**src/rtl/ppu_vram_arbiter.sv**
```systemverilog
// ---------------------------------------------------------------------------
// ppu_vram_arbiter
//
// Shares the single PPU video-memory bus between the scanline renderer's
// fetch port and the CPU-side PPUDATA port, and decodes the 14-bit PPU
// address space into CHR, CIRAM (with nametable mirroring) and palette
// selects. The renderer always wins. CPU accesses are latched, issued only
// while the renderer leaves the bus idle, and retried if they are preempted.
//
// Parameter
//   CHR_RAM      1 = CHR region writable; 0 = CHR writes dropped, still acked
//
// Ports
//   clk          system clock, rising edge
//   reset        asynchronous reset, active low
//   ren_busy     renderer owns the bus this cycle
//   ren_addr     renderer VRAM address
//   ren_data     renderer read data (passthrough of mem_rdata)
//   cpu_req      one-cycle CPU request strobe
//   cpu_we       CPU write (1) / read (0), sampled with cpu_req
//   cpu_addr     CPU VRAM address, sampled with cpu_req
//   cpu_wdata    CPU write data, sampled with cpu_req
//   cpu_busy     a CPU request is latched or in flight
//   cpu_ack      one-cycle completion pulse
//   cpu_rdata    last read result, held until the next read completes
//   cpu_overrun  sticky flag: cpu_req arrived while cpu_busy
//   mirror_v     1 = vertical nametable mirroring, 0 = horizontal
//   mem_sel      00 CHR, 01 CIRAM, 10 palette, 11 none
//   mem_addr     physical address inside the selected memory
//   mem_we       memory write enable
//   mem_wdata    memory write data
//   mem_rdata    memory read data, one cycle after the address
// ---------------------------------------------------------------------------
module ppu_vram_arbiter #(
    parameter bit CHR_RAM = 1'b0
) (
    input  logic        clk,
    input  logic        reset,
    input  logic        ren_busy,
    input  logic [15:0] ren_addr,
    output logic [7:0]  ren_data,
    input  logic        cpu_req,
    input  logic        cpu_we,
    input  logic [15:0] cpu_addr,
    input  logic [7:0]  cpu_wdata,
    output logic        cpu_busy,
    output logic        cpu_ack,
    output logic [7:0]  cpu_rdata,
    output logic        cpu_overrun,
    input  logic        mirror_v,
    output logic [1:0]  mem_sel,
    output logic [12:0] mem_addr,
    output logic        mem_we,
    output logic [7:0]  mem_wdata,
    input  logic [7:0]  mem_rdata
);

    localparam logic [1:0] SEL_CHR   = 2'b00;
    localparam logic [1:0] SEL_CIRAM = 2'b01;
    localparam logic [1:0] SEL_PAL   = 2'b10;
    localparam logic [1:0] SEL_NONE  = 2'b11;

    typedef enum logic [1:0] {
        ST_IDLE = 2'b00,
        ST_ADDR = 2'b01,
        ST_DATA = 2'b10,
        ST_ACK  = 2'b11
    } state_t;

    state_t      state_q;
    state_t      state_d;
    logic        we_q;
    logic [13:0] addr_q;
    logic [7:0]  wdata_q;
    logic [7:0]  rdata_q;
    logic        overrun_q;

    logic [14:0] ren_dec;
    logic [14:0] cpu_dec;
    logic        cpu_wr_allowed;

    // Address bits 15:14 are outside the PPU address space.
    logic unused_hi;
    assign unused_hi = ^{ren_addr[15:14], cpu_addr[15:14]};

    // Returns {mem_sel, mem_addr} for a 14-bit PPU address.
    function automatic logic [14:0] decode(input logic [13:0] a, input logic mv);
        logic [4:0] p;
        logic       a10;
        logic [14:0] r;
        p   = a[4:0];
        a10 = 1'b0;
        if (!a[13]) begin
            r = {SEL_CHR, a[12:0]};
        end else if (a[13:8] == 6'h3F) begin
            // Sprite-palette entry 0 of each group aliases the background one.
            if (a[4] && (a[1:0] == 2'b00)) begin
                p = {1'b0, a[3:0]};
            end
            r = {SEL_PAL, 8'h00, p};
        end else begin
            // Only two physical nametables; a[11:10] picks one of four logical
            // tables, and mirroring chooses which bit selects the physical one.
            // a[12] is dropped so 0x3000-0x3EFF aliases 0x2000.
            a10 = mv ? a[10] : a[11];
            r = {SEL_CIRAM, 2'b00, a10, a[9:0]};
        end
        return r;
    endfunction

    assign ren_dec = decode(ren_addr[13:0], mirror_v);
    assign cpu_dec = decode(addr_q, mirror_v);
    assign cpu_wr_allowed = we_q && ((cpu_dec[14:13] != SEL_CHR) || CHR_RAM);

    // State register
    always_ff @(posedge clk or negedge reset) begin
        if (!reset) begin
            state_q <= ST_IDLE;
        end else begin
            state_q <= state_d;
        end
    end

    // Latched request, read result and overrun flag
    always_ff @(posedge clk or negedge reset) begin
        if (!reset) begin
            we_q      <= 1'b0;
            addr_q    <= '0;
            wdata_q   <= '0;
            rdata_q   <= '0;
            overrun_q <= 1'b0;
        end else begin
            if ((state_q == ST_IDLE) && cpu_req) begin
                we_q    <= cpu_we;
                addr_q  <= cpu_addr[13:0];
                wdata_q <= cpu_wdata;
            end
            // mem_rdata now answers the address driven in the preceding ADDR cycle.
            if ((state_q == ST_DATA) && !ren_busy) begin
                rdata_q <= mem_rdata;
            end
            if (cpu_req && (state_q != ST_IDLE)) begin
                overrun_q <= 1'b1;
            end
        end
    end

    // Next-state logic
    always_comb begin
        state_d = state_q;
        case (state_q)
            ST_IDLE: begin
                if (cpu_req) begin
                    state_d = ST_ADDR;
                end
            end
            ST_ADDR: begin
                if (!ren_busy) begin
                    state_d = we_q ? ST_ACK : ST_DATA;
                end
            end
            ST_DATA: begin
                // A preempted read lost its memory slot, so the address is re-issued.
                state_d = ren_busy ? ST_ADDR : ST_ACK;
            end
            ST_ACK: begin
                state_d = ST_IDLE;
            end
            default: begin
                state_d = ST_IDLE;
            end
        endcase
    end

    // Output logic: renderer has unconditional priority on the bus.
    always_comb begin
        mem_sel   = SEL_NONE;
        mem_addr  = '0;
        mem_we    = 1'b0;
        mem_wdata = '0;
        cpu_busy  = (state_q != ST_IDLE);
        cpu_ack   = (state_q == ST_ACK);
        if (ren_busy) begin
            mem_sel  = ren_dec[14:13];
            mem_addr = ren_dec[12:0];
        end else begin
            case (state_q)
                ST_ADDR: begin
                    mem_sel   = cpu_dec[14:13];
                    mem_addr  = cpu_dec[12:0];
                    mem_we    = cpu_wr_allowed;
                    mem_wdata = wdata_q;
                end
                ST_DATA: begin
                    mem_sel  = cpu_dec[14:13];
                    mem_addr = cpu_dec[12:0];
                end
                default: begin
                    mem_sel = SEL_NONE;
                end
            endcase
        end
    end

    assign ren_data    = mem_rdata;
    assign cpu_rdata   = rdata_q;
    assign cpu_overrun = overrun_q;

endmodule

```
**config.mk**
```make
export PLATFORM = sky130hd
export DESIGN_NAME = ppu_vram_arbiter
export DESIGN_NICKNAME = d
export VERILOG_FILES = /design/src/rtl/ppu_vram_arbiter.sv
export SDC_FILE = /design/constraint.sdc
export NUM_CORES = 1
export LEC_CHECK = 0
export BUFFER_PORTS_ARGS = -buffer_cell sky130_fd_sc_hd__buf_2
export CAP_MARGIN = 20
export CORE_MARGIN = 2
export CORE_UTILIZATION = 35
export DETAILED_ROUTE_END_ITERATION = 10
export GPL_TIMING_DRIVEN = 0
export MAX_ROUTING_LAYER = met4
export SLEW_MARGIN = 20
export SYNTH_ARGS = -nofsm -noshare
export SYNTH_HDL_FRONTEND = slang
export SYNTH_SLANG_ARGS = --single-unit
export TNS_END_PERCENT = 1
```
**constraint.sdc**
```tcl
create_clock -name clk -period 2.05 [get_ports clk]
set_input_delay 0.3075 -clock clk [delete_from_list [all_inputs] [get_ports clk]]
set_output_delay 0.3075 -clock clk [all_outputs]
set_load 0.01 [all_outputs]
```
Word-level counts from Yosys, hierarchy flattened. Cells that the tools add are included.

Input port bits: 54. Output and inout bits: 43. Logic and storage cells: 48. Flip-flop bits (word level): 34.

Multiplexer cells: 21. Reduce and logical (&&, ||, !) cells: 14. Equality and inequality tests: 7.

Operators with widths (count): 15-bit two-way mux (4); 13-bit two-way mux (2); 8-bit two-way mux (2); 6-bit == test (second input constant) (2); 2-bit two-way mux (5); 5-bit two-way mux (2); 2-bit case mux with 4 select lines (1); 1-bit logical AND (6); 2-bit logical NOT (3); 1-bit two-way mux (5); 2-bit == test (second input constant) (2); 2-bit != test (second input constant) (2); 2-bit nonzero test (2); 2-bit by 1-bit == test with 1-bit output (second input constant) (1); 2-bit AND reduction (1); 2-bit OR reduction (1); 1-bit logical NOT (1).

Longest topological paths before layout.
Depth in word-level cells: 9. Gate-level depth with buffers: 6. Mapped depth without buffers: 6.

Worst setup path after synthesis. Ideal clock, no wire load.

Kind: register to output. Start: reg state_q[0]. End: out mem_addr[5]. Data required time: 1742 ps. Setup slack: 428 ps. Arrival time: 1314 ps. Cell stages (with the launch flop): 6. Cells stage by stage: dfrtp_1 inv_1 ha_1 o21a_1 nand2_1 o21ai_0.

Longest elaborated chain between the ends: 4.

RTL lines: from (decl) (RTL line 70) `state_t state_q;`; from (signal assigned) (RTL line 120) `state_q <= state_d;`; 2-bit == test / 2-bit by 1-bit == test with 1-bit output (equally long branches) (RTL line 187) `case (state_q)`; 2-bit OR reduction (no line) (*); 13-bit two-way mux (*) (RTL line 187); 13-bit two-way mux (*) (RTL line 183) `if (ren_busy) begin`; to (decl) (RTL line 52) `output logic [12:0] mem_addr,`.

Mark *: on every way between the ends. The rest lies on a longest branch, timed or not.

Worst setup path in the final report.
Start: reg state_q[1]. End: out mem_we.

Longest elaborated chain between the ends: 3.

RTL lines: 2-bit by 1-bit == test with 1-bit output (RTL line 187); 1-bit two-way mux (RTL line 187); 1-bit two-way mux (RTL line 183); to (decl) (RTL line 53) `output logic mem_we,`.

Every way passes these cells.

==> impl_metrics.csv <==
group,metric,value,unit
sta,setup_viol,0,
placed_design,gp_congestion,0.748,
job,drv_cap,0,
synthesis,ys_seq_area_frac,0.470,
routing,drt_iter0_markers,36,
clock_network,cts-buffers-inserted,5,
cells_and_area,drive_gt1_frac,0.535,
hold_path,min_path_type,"in2async",
pwr,p_per_area,1270,nW/µm²
routing,dr_total_vias,1487,
clock_network,postCtsHoldBufs,0,
global_route,overflow,0,
synthesis,async_flop_share,1.00,
pwr,combPwrFrac,0.463,
floorplanning,rows,26,
cells_and_area,final_area,2500,µm²
clock_network,clockBufferDepth,2,
worst_setup_path,slowest_stage,"dfrtp_1",
synthesis,yosys.area.top_type,"dfrtp_1",
routing,via_per_inst,4.56,
sta,period_minus_slack,1.92,ns
worst_setup_path,critPathBufInv,2,
placed_design,portBuffers,91,
global_route,grt_pass1_wl,6.80,mm
sta,slew_headroom,0.502,
routing,wl_per_cell,12.4,µm
global_route,antenna_found_initial,0,
sta,rsz0062_at_grt,"true",
routing,first_pass_iters,4,
floorplanning,initial_core_util,0.359,
cells_and_area,syn_to_final_growth,38.1,%
worst_setup_path,cp_top_family,"flip-flops",
routing,wl,4.05,mm
clock_network,cts_tree,"built",
floorplanning,die_h,75.9,µm
synthesis,synth_cells,155,
clock_network,cts_htree_levels,2,
worst_setup_path,worstSetupStartpointType,"register",
worst_setup_path,crit_required,1.74,ns
pwr,power.internal,0.00205,W
worst_setup_path,critPathArrivalTime,1.62,ns
sta,max_clock_freq,520,MHz
floorplanning,dieWidth,75.9,µm
placed_design,hpwl,3.12,mm
cells_and_area,finalNetCount,314,
synthesis,synth_common_cells,"34 x dfrtp_1, 20 x mux2_1, 12 x nand2_1, 11 x mux2_2, 10 x buf_4",
global_route,grt_pass1_vias,1426,
clock_network,cts.sinks,34,
synthesis,yosys-top-cells-area,"dfrtp_1 47%, mux2_1 12%, mux2_2 6.8%",
floorplanning,die-area,5770,µm²
outcome,outcome,"finished clean",
synthesis,synth_area_per_cell,11.7,µm²
sta,clock_skew,0.00384,ns
synthesis,synth-edff-count,0,
global_route,track_usage,0.151,
sta,hold_violations,0,
sta,post-route-period-util,0.938,
synthesis,synthesis.nets,214,
synthesis,ys.warnings.count,0,
floorplanning,io_pins,97,
routing,ant_nets,0,
pwr,ir_drop,0.000580,V
placed_design,placed_cell_area,2350,µm²
worst_setup_path,cp_max_fo,9,
sta,hold_ws,0.0806,ns
synthesis,synthFlopType,"dfrtp_1",
synthesis,yosysUniqueCellTypes,33,
synthesis,syn_area,1810,µm²
sta,tightest_slew,0.748,ns
sta,slew_violations,0,
synthesis,synth_top_area_frac,0.470,
pwr,p_seq_frac,0.377,
worst_setup_path,max_stage_delay,0.44,ns
pwr,power.share.clock,0.160,
worst_setup_path,path_cells,"inv_2, ha_2, nor2b_4, and3_1, buf_2",
pwr,p_leak,1.25,nW
clock_network,clkLatencyLatePin,0.28,ns
worst_setup_path,worstSetupPathType,"reg2out",
cells_and_area,diodes,0,
pwr,switching_power,0.00113,W
synthesis,synth_most_common_cell,"dfrtp_1",
floorplanning,core-area,5040,µm²
pwr,swShare,0.356,
clock_network,clk_root_buffer_cell,"clkbuf_8",
synthesis,synth-seq-cells,34,
global_route,grt_max_degree,35,
worst_setup_path,crit_path_end_kind,"output pin",
clock_network,clk_pin_slew,0.07,ns
worst_setup_path,r2r_slack,0.46,ns
routing,drc,0,
==> path summary, 6_finish.rpt <==
kind / start / endpoint / cells past startpoint
worst min-delay path: reset / cpu_rdata[2]$_DFFE_PN0P_ / 1
worst min register to register: cpu_overrun$_DFFE_PN0P_ / cpu_overrun$_DFFE_PN0P_ / 1
min in group clk: cpu_we / we_q$_DFFE_PN0P_ / 2
worst max-delay path: state_q[1]$_DFFE_PN0P_ / mem_we / 5
worst max register to register: state_q[1]$_DFFE_PN0P_ / addr_q[1]$_DFFE_PN0P_ / 5
max in group asynchronous: reset / addr_q[5]$_DFFE_PN0P_ / 1
==> worst reg2reg max path, stage by stage (launching register included) <==
cell     delay, ns
dfrtp_1       0.43
inv_2         0.10
ha_4          0.17
nand2_2       0.10
buf_2         0.30
mux2_1        0.37
==> timing repair <==
item,in CTS,in global routing
pin swaps,0,0
gates resized for setup,4,8
endpoints found under the setup margin,20,20
buffers inserted,0,2
==> layer usage <==
layer,part of all wire,GRT usage,up-vias
met5,0,-,-
met4,0.016,0.0545,0
met3,0.068,0.0452,6
met2,0.46,0.239,54
met1,0.45,0.183,690
li1,-,-,737
==> logic make-up after synthesis <==
| group | synth area share |
|---|---|
| adder cells (fa/ha/maj) | 0.0345 |
| buffers and inverters | 0.0580 |
| AO/OA/AOI/OAI | 0.0898 |
| multiplexers | 0.212 |
| AND/OR/NAND/NOR | 0.136 |
| flip-flops | 0.470 |
==> per-stage QoR <==
stage / setup slack (ns) / std cells / power [W] / TNS, ns / utilization
2_1_floorplan: 0.428 / 155 / 0.00209 / 0 / -
3_3_place_gp: 0.119 / 316 / 0.00255 / 0 / 0.467
3_5_place_dp: 0.121 / 316 / 0.00258 / 0 / 0.467
4_1_cts: -0.0250 / 324 / 0.00313 / -0.0430 / 0.488
5_1_grt: -0.00488 / 326 / 0.00346 / -0.0100 / 0.496
6_report: 0.127 / 326 / 0.00319 / 0 / 0.496
==> state kept, by name, indices dropped and copies added (netlist names) <==
signal	flops
cpu_overrun	1
state_q	2
wdata_q	8
we_q	1
addr_q	14
cpu_rdata	8
==> area by class of cell <==
| type | count | area [µm²] |
|---|---|---|
| Buffer | 14 | 93.8 |
| Clock buffer | 6 | 82.6 |
| Clock inverter | 2 | 12.5 |
| Fill cell | 477 | 2540 |
| Inverter | 3 | 11.3 |
| Multi-Input combinational cell | 104 | 893 |
| Sequential cell | 34 | 851 |
| Tap cell | 70 | 87.6 |
| Timing Repair Buffer | 93 | 470 |
==> power by group through the flow <==
stage          Combinational (W)  Clock (W)  Sequential (W)
2_1_floorplan           0.000876          0         0.00121
3_3_place_gp             0.00134          0         0.00121
3_5_place_dp             0.00136          0         0.00122
4_1_cts                  0.00138   0.000537         0.00121
5_1_grt                  0.00164   0.000567         0.00125
6_report                 0.00148   0.000509         0.00120
==> cell usage in the layout, fill, tap and decap left out, types with 2 or more instances in the layout <==
master,Yosys,routed
a21oi_1,3,3
a22o_1,4,4
and2_1,8,8
buf_2,3,94
buf_4,10,12
clkbuf_8,0,6
dfrtp_1,34,34
ha_1,5,3
inv_1,3,2
mux2_1,20,20
mux2_2,11,11
mux2i_1,2,2
nand2_1,12,12
nand3_1,6,6
nand3b_1,2,2
nor2_1,2,2
nor2b_1,5,3
nor2b_4,1,3
o21ai_0,8,5
o21ai_1,0,3
o311ai_1,2,2
Note: power is estimated with default switching activity, not from simulation.
